**src/rtl/q_row_fetch.sv**
```systemverilog
// Q-row fetch: reads ACTIONS consecutive Q-values of one state from the Q-table RAM
// and presents them as a single packed row with a one-cycle valid pulse.
module q_row_fetch #(
  parameter int DATA_WIDTH    = 32,
  parameter int ACTIONS       = 4,
  parameter int ACTIONS_WIDTH = 2,
  parameter int STATE_WIDTH   = 8
) (
  input  logic                                clk,
  input  logic                                rst,
  input  logic                                i_valid,
  input  logic [STATE_WIDTH-1:0]              i_state,
  output logic                                o_ready,
  output logic                                o_rd_en,
  output logic [STATE_WIDTH+ACTIONS_WIDTH-1:0] o_rd_addr,
  input  logic [DATA_WIDTH-1:0]               i_rd_data,
  output logic [DATA_WIDTH*ACTIONS-1:0]       o_data,
  output logic [STATE_WIDTH-1:0]              o_state,
  output logic                                o_valid
);

  localparam logic [ACTIONS_WIDTH-1:0] LAST_ACTION = ACTIONS_WIDTH'(ACTIONS - 1);

  typedef enum logic [1:0] {IDLE, READ, DRAIN, DONE} fsm_t;

  fsm_t                                  r_fsm, w_fsm_next;
  logic [STATE_WIDTH-1:0]                r_req_state, w_req_state_next;
  logic [ACTIONS_WIDTH-1:0]              r_rd_cnt, w_rd_cnt_next;
  logic                                  r_cap_en;
  logic [ACTIONS_WIDTH-1:0]              r_cap_idx;
  logic                                  r_ready, w_ready_next;
  logic                                  r_rd_en, w_rd_en_next;
  logic [STATE_WIDTH+ACTIONS_WIDTH-1:0]  r_rd_addr, w_rd_addr_next;
  logic [DATA_WIDTH*ACTIONS-1:0]         r_data, w_data_next;
  logic [STATE_WIDTH-1:0]                r_state_out, w_state_out_next;
  logic                                  r_valid, w_valid_next;
  logic [DATA_WIDTH*ACTIONS-1:0]         w_row;
  logic                                  w_last_cap;

  // Row buffer: the word returning this cycle is merged into w_row so the
  // complete row can be copied to o_data on the same edge that captures it.
  genvar gi;
  generate
    for (gi = 0; gi < ACTIONS; gi++) begin : g_slot
      logic [DATA_WIDTH-1:0] r_slot;
      logic                  w_hit;
      assign w_hit = r_cap_en && (r_cap_idx == ACTIONS_WIDTH'(gi));
      always_ff @(posedge clk) begin
        if (rst) begin
          r_slot <= '0;
        end else if (w_hit) begin
          r_slot <= i_rd_data;
        end
      end
      assign w_row[DATA_WIDTH*(ACTIONS-gi)-1 -: DATA_WIDTH] = w_hit ? i_rd_data : r_slot;
    end
  endgenerate

  assign w_last_cap = r_cap_en && (r_cap_idx == LAST_ACTION);

  always_comb begin
    w_fsm_next       = r_fsm;
    w_req_state_next = r_req_state;
    w_rd_cnt_next    = r_rd_cnt;
    w_ready_next     = 1'b0;
    w_rd_en_next     = 1'b0;
    w_rd_addr_next   = r_rd_addr;
    w_data_next      = r_data;
    w_state_out_next = r_state_out;
    w_valid_next     = 1'b0;
    case (r_fsm)
      IDLE, DONE: begin
        if (i_valid) begin
          w_fsm_next       = READ;
          w_req_state_next = i_state;
          w_rd_cnt_next    = '0;
          w_rd_en_next     = 1'b1;
          w_rd_addr_next   = {i_state, {ACTIONS_WIDTH{1'b0}}};
        end else begin
          w_fsm_next   = IDLE;
          w_ready_next = 1'b1;
        end
      end
      READ: begin
        if (r_rd_cnt == LAST_ACTION) begin
          w_fsm_next = DRAIN;
        end else begin
          w_rd_cnt_next  = r_rd_cnt + 1'b1;
          w_rd_en_next   = 1'b1;
          w_rd_addr_next = {r_req_state, r_rd_cnt + 1'b1};
        end
      end
      DRAIN: begin
        if (w_last_cap) begin
          w_fsm_next       = DONE;
          w_ready_next     = 1'b1;
          w_valid_next     = 1'b1;
          w_data_next      = w_row;
          w_state_out_next = r_req_state;
        end
      end
      default: w_fsm_next = IDLE;
    endcase
  end

  always_ff @(posedge clk) begin
    if (rst) begin
      r_fsm       <= IDLE;
      r_req_state <= '0;
      r_rd_cnt    <= '0;
      r_cap_en    <= 1'b0;
      r_cap_idx   <= '0;
      r_ready     <= 1'b1;
      r_rd_en     <= 1'b0;
      r_rd_addr   <= '0;
      r_data      <= '0;
      r_state_out <= '0;
      r_valid     <= 1'b0;
    end else begin
      r_fsm       <= w_fsm_next;
      r_req_state <= w_req_state_next;
      r_rd_cnt    <= w_rd_cnt_next;
      r_cap_en    <= r_rd_en;
      r_cap_idx   <= r_rd_cnt;
      r_ready     <= w_ready_next;
      r_rd_en     <= w_rd_en_next;
      r_rd_addr   <= w_rd_addr_next;
      r_data      <= w_data_next;
      r_state_out <= w_state_out_next;
      r_valid     <= w_valid_next;
    end
  end

  assign o_ready   = r_ready;
  assign o_rd_en   = r_rd_en;
  assign o_rd_addr = r_rd_addr;
  assign o_data    = r_data;
  assign o_state   = r_state_out;
  assign o_valid   = r_valid;

endmodule

```
**config.mk**
```make
export PLATFORM = sky130hd
export DESIGN_NAME = q_row_fetch
export DESIGN_NICKNAME = d
export VERILOG_FILES = /design/src/rtl/q_row_fetch.sv
export SDC_FILE = /design/constraint.sdc
export NUM_CORES = 1
export LEC_CHECK = 0
export CAP_MARGIN = 20
export CORE_ASPECT_RATIO = 1.4
export CORE_MARGIN = 1
export CORE_UTILIZATION = 43
export DETAILED_ROUTE_END_ITERATION = 7
export PLACE_DENSITY = 0.69
export SLEW_MARGIN = 20
export SYNTH_ARGS = -nofsm -noshare
export SYNTH_HDL_FRONTEND = slang
export SYNTH_SLANG_ARGS = --single-unit
```
**constraint.sdc**
```tcl
create_clock -name clk -period 2.25 [get_ports clk]
set_clock_uncertainty 0.15 [all_clocks]
set_input_delay 0.675 -clock clk [delete_from_list [all_inputs] [get_ports clk]]
set_output_delay 0.675 -clock clk [all_outputs]
set_load 0.02 [all_outputs]
```
==> reports/summary.txt <==
Layout cell share with drive strength beyond 1 - 0.04398
Port-buffer cells - 191
Core Util, Final - 0.5676
Vias in the first global route - 7254
Crit. path cell count - 1
Vias per std cell - 5.057
Synth-to-layout area growth - 28.90%
Yosys warnings - 0
Nets - 1330
Gpl congestion - 0.8447
CP max stage delay - 0.41 ns
Unrepaired setup endpoints after global routing - false
Via count - 7848
Combinational share of power - 0.125
Setup WS post-layout - 0.1533 ns
All-Layer GR Usage - 0.2131
Slew Limit Fails - 0
Post-place setup slack - 0.06828 ns
H-tree lvl count - 1
Worst r2r dst - o_rd_addr[5]$_SDFFE_PP0P_
CORE AREA - 20560 um2
Clock buffer depth - 3
Hold path start - g_slot[2].r_slot[25]$_SDFF_PP0_
Min-delay worst type - register to register
Critical path peak fanout - 5
Worst Path Arrival - 1.27 ns
CP startpoint kind - register
Sw Share - 0.2517
Crit-path leading delay family - flip-flops
Initial Util - 0.4403
Actual slew at the worst max-slew pin - 0.4048 ns
Crit Path Class - register to primary output
Clock slew at reported path FFs - 0.06 ns
Post-Route WL - 23.43 mm
Overall power - 9.964 mW
Synth Net Count - 1177
1st-pass router iterations - 4
Final cell count without fillers - 1552
1st-iter DRT viols - 563
Antenna viol nets, final - 0
Sinks on Clock Net - 258
IO Count - 192
Die W - 124.6 um
HPWL after DPL - 14.93 mm
RR Startpoint - r_fsm[1]$_SDFFE_PP0P_
Remaining DRCs - 0
Worst slew margin - 0.7301
Setup violations, final - 0
CTS tree - done
Yosys cell types - 29
Inst Count DP - 1513
Post-synthesis sequential area ratio - 0.5706
Synthesized area - 9051 um2
Clk Latency, worst-skew pair - 0.51 ns
Tmin final - 2.097 ns
Period utilization - 0.9319
Worst Path Buf+Inv - 1
First-pass GRT wire length - 38.16 mm
Cell row count - 62
Clk network pwr share - 0.382
Root Driver - clkbuf_16
Average size of a mapped cell - 8.010 um2
Slowest CP cell - dfxtp_1
CP Cell Sequence - dlygate4sd2_1
Largest net degree at the start of global routing - 79
R2R cell count - 6
Fmax - 476.9 MHz
Power per cell area - 854.0 nW/um2
Critical path endpoint category - primary output
Die area - 21640 um2
Seq cells post-synth - 258
Routed len/inst - 15.10 um
Ant diodes - 0
Worst Setup EP - o_rd_addr[0]
Gr ovfl total - 0
Net switching power - 2.508 mW
Worst Setup SP - r_rd_cnt[0]$_SDFFE_PP0P_
Final Hold Fails - 0
Sequential power share - 0.493
Leak - 4.616 nW
Outcome - completed
Hold path depth - 2
TNS Setup - 0 ns
R2R Setup Slk - 0.36 ns
Int Pwr - 7.456 mW
CTS Buf Count - 24
Die Span Y - 173.7 um
Initial antenna violation count - 0
Req. time, crit path - 1.42 ns
Worst vdd ir - 0.6715 mV
Max Cap Viol - 0
Post-Synthesis Cells - 1130
Hold buffer count at cts - 0
[sequential cells by signal, indices dropped and copies added (netlist names)]
name and cells:
r_cap_idx 2, o_valid 1, o_ready 1, o_data 128, r_rd_cnt 1, r_req_state 8, g_slot.r_slot 96, r_cap_en 1
o_rd_en 1, o_rd_addr 9, o_state 8, r_fsm 2
[cells in the mapped netlist]
library cell	n	area (um2)
buf_2	34	170.2
or2_2	1	6.260
mux2_1	1	11.26
ha_1	4	50.05
and4_1	1	8.760
a211oi_1	10	75.07
nand2_1	482	1809
mux2i_1	8	80.08
a221oi_1	1	8.760
mux2_4	1	15.01
and3b_1	2	17.52
o21ai_0	1	5.000
nor2b_1	3	18.77
and2_1	3	18.77
dfxtp_1	258	5165
inv_1	5	18.77
nand3b_1	2	15.01
o32ai_1	1	8.760
buf_6	5	56.30
or3b_1	1	8.760
a21oi_1	250	1251
clkbuf_1	44	165.2
nand3_1	1	5.000
a21o_1	1	7.510
nor3b_2	1	12.51
nor2_1	5	18.77
nand4_1	1	6.260
nor3_1	1	5.000
nand2b_1	2	12.51
[through the flow]
stage                     area, um2  hold slack, ns
after detailed placement      11120          0.2916
after CTS                     11670          0.3009
after global routing          11670          0.3073
after global placement        11120          0.2865
after floorplan                9051          0.2821
final                         11670          0.2974
[layout by cell type, fill, tap and decap left out, types with 4 or more instances in the layout]
cell type          n
a21oi_1          250
clkbuf_1           6
inv_1              5
clkbuf_8           6
nand2_1          482
ha_1               4
clkbuf_16         25
clkdlybuf4s50_1   41
mux2i_1            8
buf_12             6
dlygate4sd2_1    149
nor2_1             5
buf_4             13
dfxtp_1          258
a211oi_1          10
[kinds of logic after synthesis]
group | Yosys count | synth area share
muxes | 10 | 0.01175
and+or+nand+nor | 506 | 0.2169
buffers and inverters | 88 | 0.04534
AOI/OAI and AO/OA | 264 | 0.1498
adders and majority gates | 4 | 0.005530
DFF | 258 | 0.5706
[repair_timing]
action / in CTS / in global routing
buffers inserted: 0 / 0
setup endpoints to repair: 149 / 0
gates resized for setup: 149 / 0
[power groups by stage]
| stage | Sequential [mW] | Clock, mW | Combinational, mW |
|---|---|---|---|
| 2_1_floorplan | 5.08 | 0 | 0.703 |
| 3_3_place_gp | 5.01 | 0 | 1.28 |
| 3_5_place_dp | 5.01 | 0 | 1.30 |
| 4_1_cts | 4.91 | 3.90 | 1.25 |
| 5_1_grt | 4.93 | 4.11 | 1.37 |
| 6_report | 4.91 | 3.81 | 1.25 |
[layout make-up]
type                            count  area, um2
Clock buffer                       36      716.9
Clock inverter                      3      15.01
Fill cell                        1955       8890
Inverter                            5      18.77
Multi-Input combinational cell    784       3485
Sequential cell                   258       5165
Tap cell                          256      320.3
Timing Repair Buffer              210       1947
[worst min-delay path by stage]
| stage | to | slack (ns) |
|---|---|---|
| finish | o_data[57]$_SDFFE_PP0P_ | 0.30 |
| global route | o_data[81]$_SDFFE_PP0P_ | 0.31 |
| CTS | o_data[40]$_SDFFE_PP0P_ | 0.30 |
| detailed placement | o_data[40]$_SDFFE_PP0P_ | 0.29 |
| global placement | o_data[89]$_SDFFE_PP0P_ | 0.29 |
| floorplan | o_data[127]$_SDFFE_PP0P_ | 0.28 |
[metal layers]
layer,vias up,GRT usage,share of wire
li1,3950,-,-
met1,3652,0.2800,0.44
met2,218,0.3529,0.47
met3,28,0.04599,0.071
met4,0,0.05572,0.017
met5,-,0,0
(Power assumes the default switching activity.)
